### src/rtl/ee201_multi_pulse_gen.sv
// ee201_multi_pulse_gen
//   Bank of CH independent programmable pulse generators. Each channel holds a
//   period N, a mode (periodic / one-shot), a run flag and a counter. A running
//   channel with non-zero N emits a one-Clk-wide terminal-count pulse every N
//   cycles. In one-shot mode it emits a single pulse and then stops.
//
// Parameters
//   WIDTH  counter / period width
//   CH     number of channels (1..16)
//   CHW    channel-index width (>= 1)
//
// Ports
//   Clk     system clock, rising edge
//   Reset   asynchronous, active-high reset
//   Ld      load strobe: writes LdN / LdMode into channel LdCh and stops it
//   LdCh    target channel of the load
//   LdN     new period
//   LdMode  0 = periodic, 1 = one-shot
//   Start   per-channel start / phase restart (level-sampled)
//   Stop    per-channel stop (level-sampled)
//   Sync    zero the counter of every running channel
//   Pulse   per-channel terminal-count pulse (combinational from registers)
//   Busy    per-channel run flag
//   LdErr   high for one cycle after a load aimed at a channel >= CH
module ee201_multi_pulse_gen #(
  parameter int WIDTH = 10,
  parameter int CH    = 4,
  parameter int CHW   = 2
) (
  input  logic             Clk,
  input  logic             Reset,
  input  logic             Ld,
  input  logic [CHW-1:0]   LdCh,
  input  logic [WIDTH-1:0] LdN,
  input  logic             LdMode,
  input  logic [CH-1:0]    Start,
  input  logic [CH-1:0]    Stop,
  input  logic             Sync,
  output logic [CH-1:0]    Pulse,
  output logic [CH-1:0]    Busy,
  output logic             LdErr
);

  logic [WIDTH-1:0] nreg_q  [CH];
  logic [WIDTH-1:0] nreg_d  [CH];
  logic [WIDTH-1:0] count_q [CH];
  logic [WIDTH-1:0] count_d [CH];
  logic [CH-1:0]    mode_q, mode_d;
  logic [CH-1:0]    run_q, run_d;
  logic             lderr_q, lderr_d;
  logic             ld_valid;
  logic [CH-1:0]    tc;

  // A load whose index is out of range touches no channel and only flags LdErr.
  assign ld_valid = Ld && (32'(LdCh) < CH);

  // Terminal count: last cycle of the period on a running, non-zero channel.
  always_comb begin
    tc = '0;
    for (int unsigned i = 0; i < CH; i++) begin
      tc[i] = run_q[i] && (nreg_q[i] != '0) &&
              (count_q[i] == nreg_q[i] - WIDTH'(1));
    end
  end

  // Per-channel priority: load > Stop > Start > Sync > normal count.
  always_comb begin
    lderr_d = Ld && !ld_valid;
    for (int unsigned i = 0; i < CH; i++) begin
      nreg_d[i]  = nreg_q[i];
      mode_d[i]  = mode_q[i];
      run_d[i]   = run_q[i];
      count_d[i] = count_q[i];
      if (ld_valid && (LdCh == CHW'(i))) begin
        nreg_d[i]  = LdN;
        mode_d[i]  = LdMode;
        run_d[i]   = 1'b0;
        count_d[i] = '0;
      end else if (Stop[i]) begin
        run_d[i]   = 1'b0;
        count_d[i] = '0;
      end else if (Start[i]) begin
        run_d[i]   = 1'b1;
        count_d[i] = '0;
      end else if (run_q[i]) begin
        if (Sync) begin
          count_d[i] = '0;
        end else if (nreg_q[i] != '0) begin
          if (tc[i]) begin
            count_d[i] = '0;
            if (mode_q[i]) run_d[i] = 1'b0;
          end else begin
            count_d[i] = count_q[i] + WIDTH'(1);
          end
        end
      end
    end
  end

  always_ff @(posedge Clk or posedge Reset) begin
    if (Reset) begin
      for (int unsigned i = 0; i < CH; i++) begin
        nreg_q[i]  <= '0;
        count_q[i] <= '0;
      end
      mode_q  <= '0;
      run_q   <= '0;
      lderr_q <= 1'b0;
    end else begin
      nreg_q  <= nreg_d;
      count_q <= count_d;
      mode_q  <= mode_d;
      run_q   <= run_d;
      lderr_q <= lderr_d;
    end
  end

  assign Pulse = tc;
  assign Busy  = run_q;
  assign LdErr = lderr_q;

endmodule
### config.mk
export PLATFORM = sky130hd
export DESIGN_NAME = ee201_multi_pulse_gen
export DESIGN_NICKNAME = d
export VERILOG_FILES = /design/src/rtl/ee201_multi_pulse_gen.sv
export SDC_FILE = /design/constraint.sdc
export NUM_CORES = 1
export LEC_CHECK = 0
export ABC_AREA = 1
export CAP_MARGIN = 25
export CORE_ASPECT_RATIO = 1.25
export CORE_MARGIN = 2
export CORE_UTILIZATION = 50
export DETAILED_ROUTE_END_ITERATION = 10
export GPL_TIMING_DRIVEN = 0
export PLACE_DENSITY = 0.76
export SETUP_SLACK_MARGIN = 0.15
export SYNTH_ARGS = -nofsm -noshare
export SYNTH_HDL_FRONTEND = slang
export SYNTH_SLANG_ARGS = --single-unit
export TNS_END_PERCENT = 10
### constraint.sdc
create_clock -name Clk -period 6.7 [get_ports Clk]
set_input_delay 1.34 -clock Clk [delete_from_list [all_inputs] [get_ports Clk]]
set_output_delay 1.34 -clock Clk [all_outputs]
set_load 0.02 [all_outputs]
==> out/results.env <==
DESIGN_POWER_TOTAL_mW=1.53
FINAL_COMMON_CELL='sky130_fd_sc_hd__nand2_1'
ANTENNADIODECOUNT=0
LAYOUT-AREA-OVERHEAD-VS-SYNTH_PCT=13.9
DETAIL_ROUTE.WIRELENGTH_MM=13.7
FINALNETCOUNT=937
POWER_PER_STANDARD_CELL_AREA_nW_PER_UM2=227
OUTCOME='finished, final reports clean'
WORST-SLEW-PIN-TRANSITION_NS=0.559
POSTSYNTHREGISTERBITS=88
SETUP_TNS_NS=0
SEQUENTIAL_TO_TOTAL_AREA_SHARE_FROM_YOSYS_STAT=0.374
MIN_PATH_CELLS=2
CTS_SINKS=88
MIN_PERIOD_NS=3.98
PWR-SHARE-SEQ=0.418
DETAILEDPLACEMENTHPWL_MM=10.3
DRC=0
TIMING.REG2REG.SETUP_SLACK_NS=4.60
POWER_FRAC_COMB=0.244
SYNTH.LIB_CELLS_USED.DISTINCT=30
SYN-NUM-NETS=893
GRT_START_MAX_NET_PINS=67
MAXCLOCKFREQUENCY_MHz=251
ANTENNA_LEFT=0
AREA_AFTER_DPL_UM2=6420
PLACEMENT_ROWS=44
WORST-R2R-CELL-COUNT=12
FINAL_CELL_COUNT_NO_FILL=1043
FINALSETUPVIOLATIONS=0
CTS_MAX_LEVEL=3
REG2REG_FROM='nreg_q[0]$_DFFE_PP0P_'
SLEW_VIOLATIONS=0
WORSTSETUPENDPOINTTYPE='output pin'
TIMING.FINAL.HOLD_VIOLATIONS=0
ROUTE.DETAILED.VIAS_PER_INST=5.11
NETLIST.AREA_LEADER.SHARE=0.374
WORST_SETUP_PATH_START_KIND='register'
SYNTH_EDF_COUNT=0
FLOORPLAN.INITIALDENSITY=0.510
GR-USAGE-ALL-LAYERS=0.232
TRITONCTS='yes'
DIE_X_UM=101
POSTCTSRESIZEDCELLS=0
DRT-INITIAL-DRC-COUNT=200
ANTENNA_FOUND_INITIAL=0
SWITCHINGPOWER_uW=515
VIA_COUNT=5326
CRIT_TYPE='register to output pin'
CTS_HOLD_BUFFERS=0
SWITCHING_SHARE_OF_POWER=0.338
PATH_CLK_SLEW_NS=0.06
CLKPWRFRAC=0.338
GLOBALROUTEOVERFLOWTOTAL=0
POST_ROUTE_CELLS_DRIVE_ABOVE_1_SHARE=0.0586
YOSYSWARNINGCOUNT=0
FINAL.SETUP_SKEW_NS=0.00929
SYNTH_CELLS=856
YS_TOP_CELLS_BY_AREA='sky130_fd_sc_hd__dfrtp_1 37%, sky130_fd_sc_hd__nand2_1 16%, sky130_fd_sc_hd__nor2_1 7.4%'
CTS_ROOT_BUFFER='sky130_fd_sc_hd__clkbuf_16'
DETAIL_ROUTE.WL_PER_CELL_UM=13.1
FINALWEIGHTEDCONGESTION=0.925
CP.ARRIVAL_NS=2.64
REQUIRED_NS=5.36
SETUP_BUFS_POST_CTS=0
TIMING.CRITICAL_PATH.FANOUT_MAX=6
DESIGN.CORE.AREA_UM2=11600
DP_CELLS=1027
POSTLAYOUTCELLAREA_UM2=6720
TIMING.RR.END='count_q[9]$_DFFE_PP0P_'
CLOCK_TREE.BUFFER_DEPTH=2
POWER.STATIC_LEAKAGE_nW=3.32
YS_ASYNC_RST_SHARE=1.00
SYNTH_TOP_FLOP_CELL='sky130_fd_sc_hd__dfrtp_1'
DESIGN.PORTCOUNT=34
POST_SYNTH.CELL_AREA_AVG_UM2=6.89
HOLD_START='mode_q[1]$_DFFE_PP0P_'
LAYOUT.CELLS.MOST_COMMON_LIST='256 x sky130_fd_sc_hd__nand2_1, 116 x sky130_fd_sc_hd__nor2_1, 114 x sky130_fd_sc_hd__inv_1, 88 x sky130_fd_sc_hd__dfrtp_1, 61 x sky130_fd_sc_hd__o21ai_0'
MAXCAPVIOLATIONS=0
IRDROPWORSTVDD_mV=0.140
DETAIL_ROUTE.FIRST_PASS.ITERATIONS=4
FINISH.UTILIZATION=0.581
SYN_AREA_UM2=5890
FINAL.FILL_COUNT=1120
CTS_BUFFERS=9
HOLD_PATH.CLASS='register to register'
MAXSLEWHEADROOM=0.625
FIRST_PASS_GRT_WIRE_LENGTH_MM=23.5
RSZ0062_AT_GRT='no'
WORST_HOLD_ENDPOINT='mode_q[1]$_DFFE_PP0P_'
CLK_LATENCY_NS=0.35
FIRST_GLOBAL_VIAS=4984
SYNTH_TOP_AREA_CELL='sky130_fd_sc_hd__dfrtp_1'
BUFFER_PORTS.INSERTED=32
DIE_H_UM=125
LAYOUT_WORST_PATH_CYCLE_SHARE=0.594
AREA_ENCLOSED_BY_THE_DIE_BOUNDARY_UM2=12700
POWER.INTERNAL_mW=1.01
==> metrics by stage <==
stage | setup slack, ns | hold WS (ns)
2_1_floorplan | 3.08 | 0.453
3_3_place_gp | 1.69 | 0.468
3_5_place_dp | 3.08 | 0.473
4_1_cts | 2.71 | 0.489
5_1_grt | 2.47 | 0.537
6_report | 2.72 | 0.491
==> critical path, cell delays in order (launching register included) <==
cell and delay [ns]:
sky130_fd_sc_hd__dfrtp_1 0.38, sky130_fd_sc_hd__inv_1 0.16, sky130_fd_sc_hd__ha_1 0.22, sky130_fd_sc_hd__nand2_1 0.12
sky130_fd_sc_hd__nor2_1 0.20, sky130_fd_sc_hd__nand2_1 0.07, sky130_fd_sc_hd__nand2_1 0.09, sky130_fd_sc_hd__nand2_1 0.06
sky130_fd_sc_hd__nor2_1 0.13, sky130_fd_sc_hd__nand3_1 0.17, sky130_fd_sc_hd__inv_1 0.09, sky130_fd_sc_hd__clkdlybuf4s50_1 0.59
==> cell type report <==
cell class / instances / area (um^2) / area share
Timing Repair Buffer: 33 / 348 / 0.0518
Sequential cell: 88 / 2200 / 0.328
Buffer: 15 / 70.1 / 0.0104
Multi-Input combinational cell: 635 / 3180 / 0.473
Inverter: 118 / 445 / 0.0663
Tap cell: 138 / 173 / 0.0257
Clock buffer: 10 / 229 / 0.0341
Clock inverter: 6 / 68.8 / 0.0102
==> cell usage after synthesis, types with 4 or more instances <==
library cell,n
sky130_fd_sc_hd__nor3_1,11
sky130_fd_sc_hd__dfrtp_1,88
sky130_fd_sc_hd__ha_1,12
sky130_fd_sc_hd__xnor2_1,17
sky130_fd_sc_hd__inv_1,115
sky130_fd_sc_hd__nand4_1,18
sky130_fd_sc_hd__nor2_1,116
sky130_fd_sc_hd__nand2_2,5
sky130_fd_sc_hd__nand2_1,256
sky130_fd_sc_hd__xor2_1,46
sky130_fd_sc_hd__nand3_2,4
sky130_fd_sc_hd__a21oi_1,10
sky130_fd_sc_hd__nor2_2,11
sky130_fd_sc_hd__nand3b_1,5
sky130_fd_sc_hd__nand3_1,50
sky130_fd_sc_hd__o21ai_0,61
sky130_fd_sc_hd__clkbuf_1,8
==> cell families (layout without fill, tap and decap cells) <==
kind of cell	Yosys count	in the layout	synth area share
AO/OA/AOI/OAI	79	79	0.0749
XOR/XNOR	63	63	0.0936
adder cells (fa/ha/maj)	12	12	0.0255
buffers and inverters	133	182	0.0870
flip-flops	88	88	0.374
other	1	1	0.000636
AND/OR/NAND/NOR	480	480	0.345
==> power by group through the flow <==
stage	registers (mW)	logic, mW	clock network, mW
detailed placement	0.647	0.369	0
finish	0.638	0.372	0.515
global placement	0.646	0.358	0
CTS	0.638	0.373	0.520
global route	0.647	0.431	0.538
floorplan	0.631	0.284	0
==> sequential cells by signal, indices dropped and copies added, names as in the netlist <==
name     count
Busy         4
count_q     40
mode_q       4
nreg_q      40
==> how the worst max path moves through the flow <==
| stage | cells after the start | endpoint | start |
|---|---|---|---|
| CTS | 11 | Pulse[0] | nreg_q[30]$_DFFE_PP0P_ |
| floorplan | 1 | Busy[0]$_DFF_PP0_ | Reset |
| finish | 11 | Pulse[0] | nreg_q[30]$_DFFE_PP0P_ |
| global route | 11 | Pulse[0] | nreg_q[30]$_DFFE_PP0P_ |
| detailed placement | 11 | Pulse[0] | nreg_q[30]$_DFFE_PP0P_ |
| global placement | 2 | count_q[4]$_DFFE_PP0P_ | Reset |
==> metal layers <==
layer | wire length, um | GRT usage | vias to the layer above
met5 | 0 | 0 | -
met4 | 322 | 0.0914 | 0
met3 | 407 | 0.0252 | 21
met2 | 6800 | 0.384 | 81
met1 | 6140 | 0.310 | 2478
li1 | - | - | 2746
(Power assumes the default switching activity.)
